**config.mk**
```make
export PLATFORM = sky130hd
export DESIGN_NAME = rf_writeback
export DESIGN_NICKNAME = d
export VERILOG_FILES = /design/src/rtl/rf_writeback.sv
export SDC_FILE = /design/constraint.sdc
export NUM_CORES = 1
export LEC_CHECK = 0
export ABC_AREA = 1
export BUFFER_PORTS_ARGS = -buffer_cell sky130_fd_sc_hd__buf_2
export CAP_MARGIN = 20
export CELL_PAD_IN_SITES_DETAIL_PLACEMENT = 1
export CELL_PAD_IN_SITES_GLOBAL_PLACEMENT = 2
export CORE_MARGIN = 2
export CORE_UTILIZATION = 28
export DETAILED_ROUTE_END_ITERATION = 16
export PLACE_DENSITY = 0.9
export SYNTH_ARGS = -nofsm -noshare
export SYNTH_HDL_FRONTEND = slang
export SYNTH_SLANG_ARGS = --single-unit
export TNS_END_PERCENT = 5
```
**constraint.sdc**
```tcl
create_clock -name clock -period 2.5 [get_ports clock]
set_input_delay 0.25 -clock clock [delete_from_list [all_inputs] [get_ports clock]]
set_output_delay 0.25 -clock clock [all_outputs]
set_load 0.01 [all_outputs]
```
**src/rtl/rf_writeback.sv**
```systemverilog
// Register-file write front end: merges mem/ALU write requests into an in-order FIFO,
// drains one write per cycle to RegWr/RW/busW, and reports pending writes for hazard checks.
`timescale 1ns/1ps
module rf_writeback #(
    parameter int DEPTH = 4
) (
    input  logic                     clock,
    input  logic                     reset,
    input  logic                     mem_valid,
    output logic                     mem_ready,
    input  logic [4:0]               mem_rd,
    input  logic [31:0]              mem_data,
    input  logic                     alu_valid,
    output logic                     alu_ready,
    input  logic [4:0]               alu_rd,
    input  logic [31:0]              alu_data,
    output logic                     RegWr,
    output logic [4:0]               RW,
    output logic [31:0]              busW,
    input  logic [4:0]               qA,
    input  logic [4:0]               qB,
    output logic                     busyA,
    output logic                     busyB,
    output logic [31:0]              fwdA,
    output logic [31:0]              fwdB,
    output logic [$clog2(DEPTH):0]   count
);
    localparam int AW = $clog2(DEPTH);
    localparam int CW = AW + 1;

    logic [4:0]    ent_rd_q   [DEPTH];
    logic [4:0]    ent_rd_d   [DEPTH];
    logic [31:0]   ent_data_q [DEPTH];
    logic [31:0]   ent_data_d [DEPTH];
    logic [AW-1:0] wr_ptr_q, wr_ptr_d;
    logic [AW-1:0] rd_ptr_q, rd_ptr_d;
    logic [CW-1:0] count_q, count_d;
    logic          regwr_q, regwr_d;
    logic [4:0]    rw_q, rw_d;
    logic [31:0]   busw_q, busw_d;

    logic [CW-1:0] free;
    logic          mem_enq, alu_enq, pop;
    logic [AW-1:0] alu_slot;

    always_comb begin
        free      = CW'(DEPTH) - count_q;
        mem_ready = (free != '0);
        // Ready depends only on occupancy at the start of the cycle, never on a same-cycle pop.
        alu_ready = (free >= CW'(2)) || ((free != '0) && !mem_valid);
        mem_enq   = mem_valid && mem_ready && (mem_rd != 5'd0);
        alu_enq   = alu_valid && alu_ready && (alu_rd != 5'd0);
        pop       = (count_q != '0);

        ent_rd_d   = ent_rd_q;
        ent_data_d = ent_data_q;
        alu_slot   = wr_ptr_q + AW'(mem_enq);
        if (mem_enq) begin
            ent_rd_d[wr_ptr_q]   = mem_rd;
            ent_data_d[wr_ptr_q] = mem_data;
        end
        if (alu_enq) begin
            ent_rd_d[alu_slot]   = alu_rd;
            ent_data_d[alu_slot] = alu_data;
        end

        wr_ptr_d = wr_ptr_q + AW'(mem_enq) + AW'(alu_enq);
        rd_ptr_d = rd_ptr_q + AW'(pop);
        count_d  = count_q + CW'(mem_enq) + CW'(alu_enq) - CW'(pop);

        regwr_d = pop;
        rw_d    = rw_q;
        busw_d  = busw_q;
        if (pop) begin
            rw_d   = ent_rd_q[rd_ptr_q];
            busw_d = ent_data_q[rd_ptr_q];
        end
    end

    always_ff @(posedge clock or posedge reset) begin
        if (reset) begin
            wr_ptr_q <= '0;
            rd_ptr_q <= '0;
            count_q  <= '0;
            regwr_q  <= 1'b0;
            rw_q     <= '0;
            busw_q   <= '0;
        end else begin
            wr_ptr_q <= wr_ptr_d;
            rd_ptr_q <= rd_ptr_d;
            count_q  <= count_d;
            regwr_q  <= regwr_d;
            rw_q     <= rw_d;
            busw_q   <= busw_d;
        end
    end

    // Entry storage is only meaningful under count_q, so it needs no reset.
    always_ff @(posedge clock) begin
        ent_rd_q   <= ent_rd_d;
        ent_data_q <= ent_data_d;
    end

    logic [4:0]    qs   [2];
    logic          hit  [2];
    logic [31:0]   hdat [2];
    logic [AW-1:0] idx;

    // Scan output stage first, then FIFO oldest to newest so the newest match wins.
    always_comb begin
        qs[0] = qA;
        qs[1] = qB;
        idx   = '0;
        for (int p = 0; p < 2; p++) begin
            hit[p]  = 1'b0;
            hdat[p] = '0;
            if (qs[p] != 5'd0) begin
                if (regwr_q && (rw_q == qs[p])) begin
                    hit[p]  = 1'b1;
                    hdat[p] = busw_q;
                end
                for (int i = 0; i < DEPTH; i++) begin
                    idx = rd_ptr_q + AW'(i);
                    if ((CW'(i) < count_q) && (ent_rd_q[idx] == qs[p])) begin
                        hit[p]  = 1'b1;
                        hdat[p] = ent_data_q[idx];
                    end
                end
            end
        end
    end

    assign busyA = hit[0];
    assign busyB = hit[1];
    assign fwdA  = hdat[0];
    assign fwdB  = hdat[1];
    assign RegWr = regwr_q;
    assign RW    = rw_q;
    assign busW  = busw_q;
    assign count = count_q;
endmodule

```
==> results by group <==
Yosys
  • Synth Area in Simple Gates: 0.342
  • Mapped Cells: 2,870
  • Area share of xor/xnor cells in the synthesized design: 0.00916
  • Area contributors post-synth: nand2_1 (18%), dfxtp_1 (18%), o21ai_0 (13%), inv_1 (8.9%), dfrtp_1 (6.9%)
  • Post-synthesis sequential area ratio: 0.252
  • Synth Area in Compound Gates: 0.238
  • Mapped cell area: 16,300 µm²
  • Ys async rst share: 0.233
  • Syn nets: a little under 3,000
  • Yosys top cell area share: 0.183
  • Synth Flop Type: dfxtp_1
  • Synth warn: 0
  • Mean Syn Cell Area: 5.66 µm²
  • Mux contribution to synthesized area: 0.00123
  • Main combinational cell family by area after synthesis: simple AND/OR/NAND/NOR gates
  • Flops & latches, synth: ~190
  • EDFF count, synth: 0
  • Synth Area in Adders: 0.00970
  • Synth cell types: 42
  • Leading area contributor after synthesis: nand2_1

Setup path
  • Slowest cell on the critical path: dfrtp_4
  • WS Path Type: reg -> out
  • CP Capture Type: output pin
  • Crit-path max FO: 18
  • Crit path top cell by count: nand2_1
  • Worst path cell trace: clkinv_8 -> buf_4 -> nand2_1 -> nand2_1 -> nand2_1 -> nand2_2 -> nor2_1 -> a21oi_2 -> nand3_4 -> buf_12 -> or2_0 -> nand3_1 -> a21oi_2 -> buf_4 -> buf_2
  • Crit path DAT: ~3 ns
  • CP Launch Type: register
  • Critical path's largest stage delay: 0.55 ns
  • Worst path top cell family by delay: simple AND/OR/NAND/NOR gates
  • WP data required: about 2.3 ns
  • Buf+Inv Stages, Crit Path: 5

Timing
  • Setup TNS: -46.40 ns
  • FMAX: 301 MHz
  • Worst slew margin: 0.571
  • Unrepaired setup endpoints after global routing: yes
  • Final setup fails: 69
  • Fin. Hold Viols: 0
  • Tmin final: 3.32 ns
  • Fin. max-slew vios: 0
  • Final period util: 1.33
  • Worst hold slack: approximately 0.028 ns
  • Worst slew pin tran: 0.643 ns
  • Clock skew: 0.0104 ns
  • Final worst slack: -0.819 ns

Global routing
  • Global-route wire length before repair: approximately 110 mm
  • Vias in the first global route: approximately 19,000
  • Number of antenna violations at the first check in global routing: 17
  • Grt total ovfl: 0
  • Largest net degree at the start of global routing: roughly 130
  • All-Layer GR Usage: 0.233

Finish
  • # fillers: about 7,600
  • Area growth syn-to-layout: 31.1%
  • Post-Layout Cell Count: 3,935
  • Footprint of the multi-input gates: between 10,000 and 15,000 µm²
  • FF+latch area: slightly above 4000 µm²
  • Share of cells above drive strength 1: 0.202
  • # nets final: 3,254

Placement
  • Placer's final routability congestion estimate: 0.923
  • Post-Place Setup Slack: -0.360 ns
  • Placed cells: between 3,000 and 4,000
  • PortBufs: 196
  • Detail Placement HPWL: between 50 and 60 mm

Route
  • Routed Wire Length: a little over 70 mm
  • Starting DRT DRC Count: between 1,500 and 2,000
  • Routed len/inst: around 18 µm
  • Vias/cell: just over 5
  • Vias: about 20,000
  • Drt first pass iters: 5
  • DRC: 0
  • Post-DRT Antenna Nets: 0

Clock tree
  • Num CTS Buffers: 17
  • Clk sinks: 193
  • CTS tree: yes
  • Clk buf depth: 2
  • Clock insertion delay at the later pin of the skew report: about 0.48 ns
  • Clock edge transition at the registers on the reported setup and hold paths: around 0.09 ns
  • CTS root buf: clkbuf_16
  • H-tree depth: 4

Hold path
  • Hold Path Class: in -> reg

Power and ir drop
  • Pwr Density: between 1500 and 2000 nW/µm²
  • P_leak: 0.0111 µW
  • Peak supply drop: around 0.67 mV

Floorplan
  • I/O pins: roughly 200
  • Initial Util: 0.282
  • FP Rows: slightly below 90
  • Die X: roughly 240 µm
  • Core ar.: 57,600 µm²
  • Die area: ~60,000 µm²
  • Die Ht: about 240 µm

Status
  • Failing checks: setup timing
  • Status: finished with violations

Run
  • Max-cap violations: 0
## layout make-up
type / instances / share of cell area
multi-input combinational: 2077 / 0.484
sequential: 193 / 0.192
timing repair buffer: 475 / 0.180
inverter: 390 / 0.0697
tap: 765 / 0.0449
clock buffer: 18 / 0.0206
clock inverter: 14 / 0.00851
antenna: 3 / 0.000352
## stage by stage
| stage | power, µW | utilization | cell area [µm²] |
|---|---|---|---|
| detailed placement | 31900 | 0.345 | 19900 |
| global placement | 31100 | 0.345 | 19900 |
| CTS | 35700 | 0.362 | 20900 |
| finish | 37000 | 0.370 | 21300 |
| floorplan | 20700 | - | 16400 |
| global route | 40300 | 0.370 | 21300 |
## metal layers
layer  vias to the layer above  track usage  part of all wire
li1                       9788            -                 -
met1                      9387        0.352              0.50
met2                       524        0.333              0.41
met3                       110       0.0414             0.065
met4                        28       0.0635             0.026
met5                         -            0            0.0023
## synth_stat cells (27+ instances only)
library cell,number
nand2_1,793
o21ai_0,426
inv_1,384
nor2_1,282
nand3_1,187
o211ai_1,149
dfxtp_1,148
clkbuf_1,106
a21oi_1,72
buf_2,64
dfrtp_1,45
nand4_1,38
o21ai_1,33
buf_1,28
or2_0,27
## timing repair
item,in CTS,in global routing
endpoints found under the setup margin,216,216
gates resized for setup,77,79
pin swaps,34,23
endpoints found under the hold margin,16,0
setup buffers,3,6
gates cloned,3,5
hold buffers,1,0
## kinds of logic (layout without fill, tap and decap cells)
group,after synthesis,after routing
buffers and inverters,602,897
muxes,2,2
DFF,193,193
xor gates and xnor gates,17,17
AOI/OAI and AO/OA,693,693
adders and majority gates,12,12
other,0,3
and+or+nand+nor,1351,1353
## report_power, final
part	internal (µW)	total, µW	switching (µW)
Combinational	10800	27600	16900
Sequential	4910	6350	1440
Clock	1480	3010	1540
## state kept, by name (all words and copies together), names as in the netlist
register    flops
ent_data_q    128
busW           32
ent_rd_q       20
RW              5
count           3
rd_ptr_q        2
wr_ptr_q        2
RegWr           1
## cells in the final DEF, fill, tap and decap left out, types with 38 or more instances in the layout
cell type,instances
nand2_1,770
o21ai_0,402
inv_1,378
nor2_1,278
buf_4,215
buf_2,194
nand3_1,165
o211ai_1,149
dfxtp_1,148
o21ai_1,49
dfrtp_1,42
buf_12,41
a21oi_1,39
nand4_1,38
## worst paths after layout
path | from | endpoint | slack, ns | cells past startpoint
worst max-delay path | rd_ptr_q[0]$_DFF_PP0_ | fwdA[8] | -0.82 | 15
worst min-delay path | alu_data[29] | ent_data_q[125]$_DFF_P_ | 0.03 | 3
worst max register to register | count[1]$_DFF_PP0_ | count[2]$_DFF_PP0_ | -0.03 | 11
worst min register to register | busW[7]$_DFFE_PP0N_ | busW[7]$_DFFE_PP0N_ | 0.57 | 2
max in group asynchronous | reset | busW[2]$_DFFE_PP0N_ | 1.55 | 4
min in group asynchronous | reset | RW[0]$_DFFE_PP0N_ | 0.35 | 3
## worst reg2reg max path, stage by stage (launching register included)
cell,delay [ns]
dfrtp_2,0.43
inv_4,0.07
buf_4,0.13
ha_1,0.22
o211ai_1,0.27
nand3_1,0.25
xnor2_2,0.19
inv_1,0.06
ha_1,0.16
o21bai_1,0.17
fa_2,0.36
xnor2_1,0.13
Note: power is estimated with default switching activity, not from simulation.
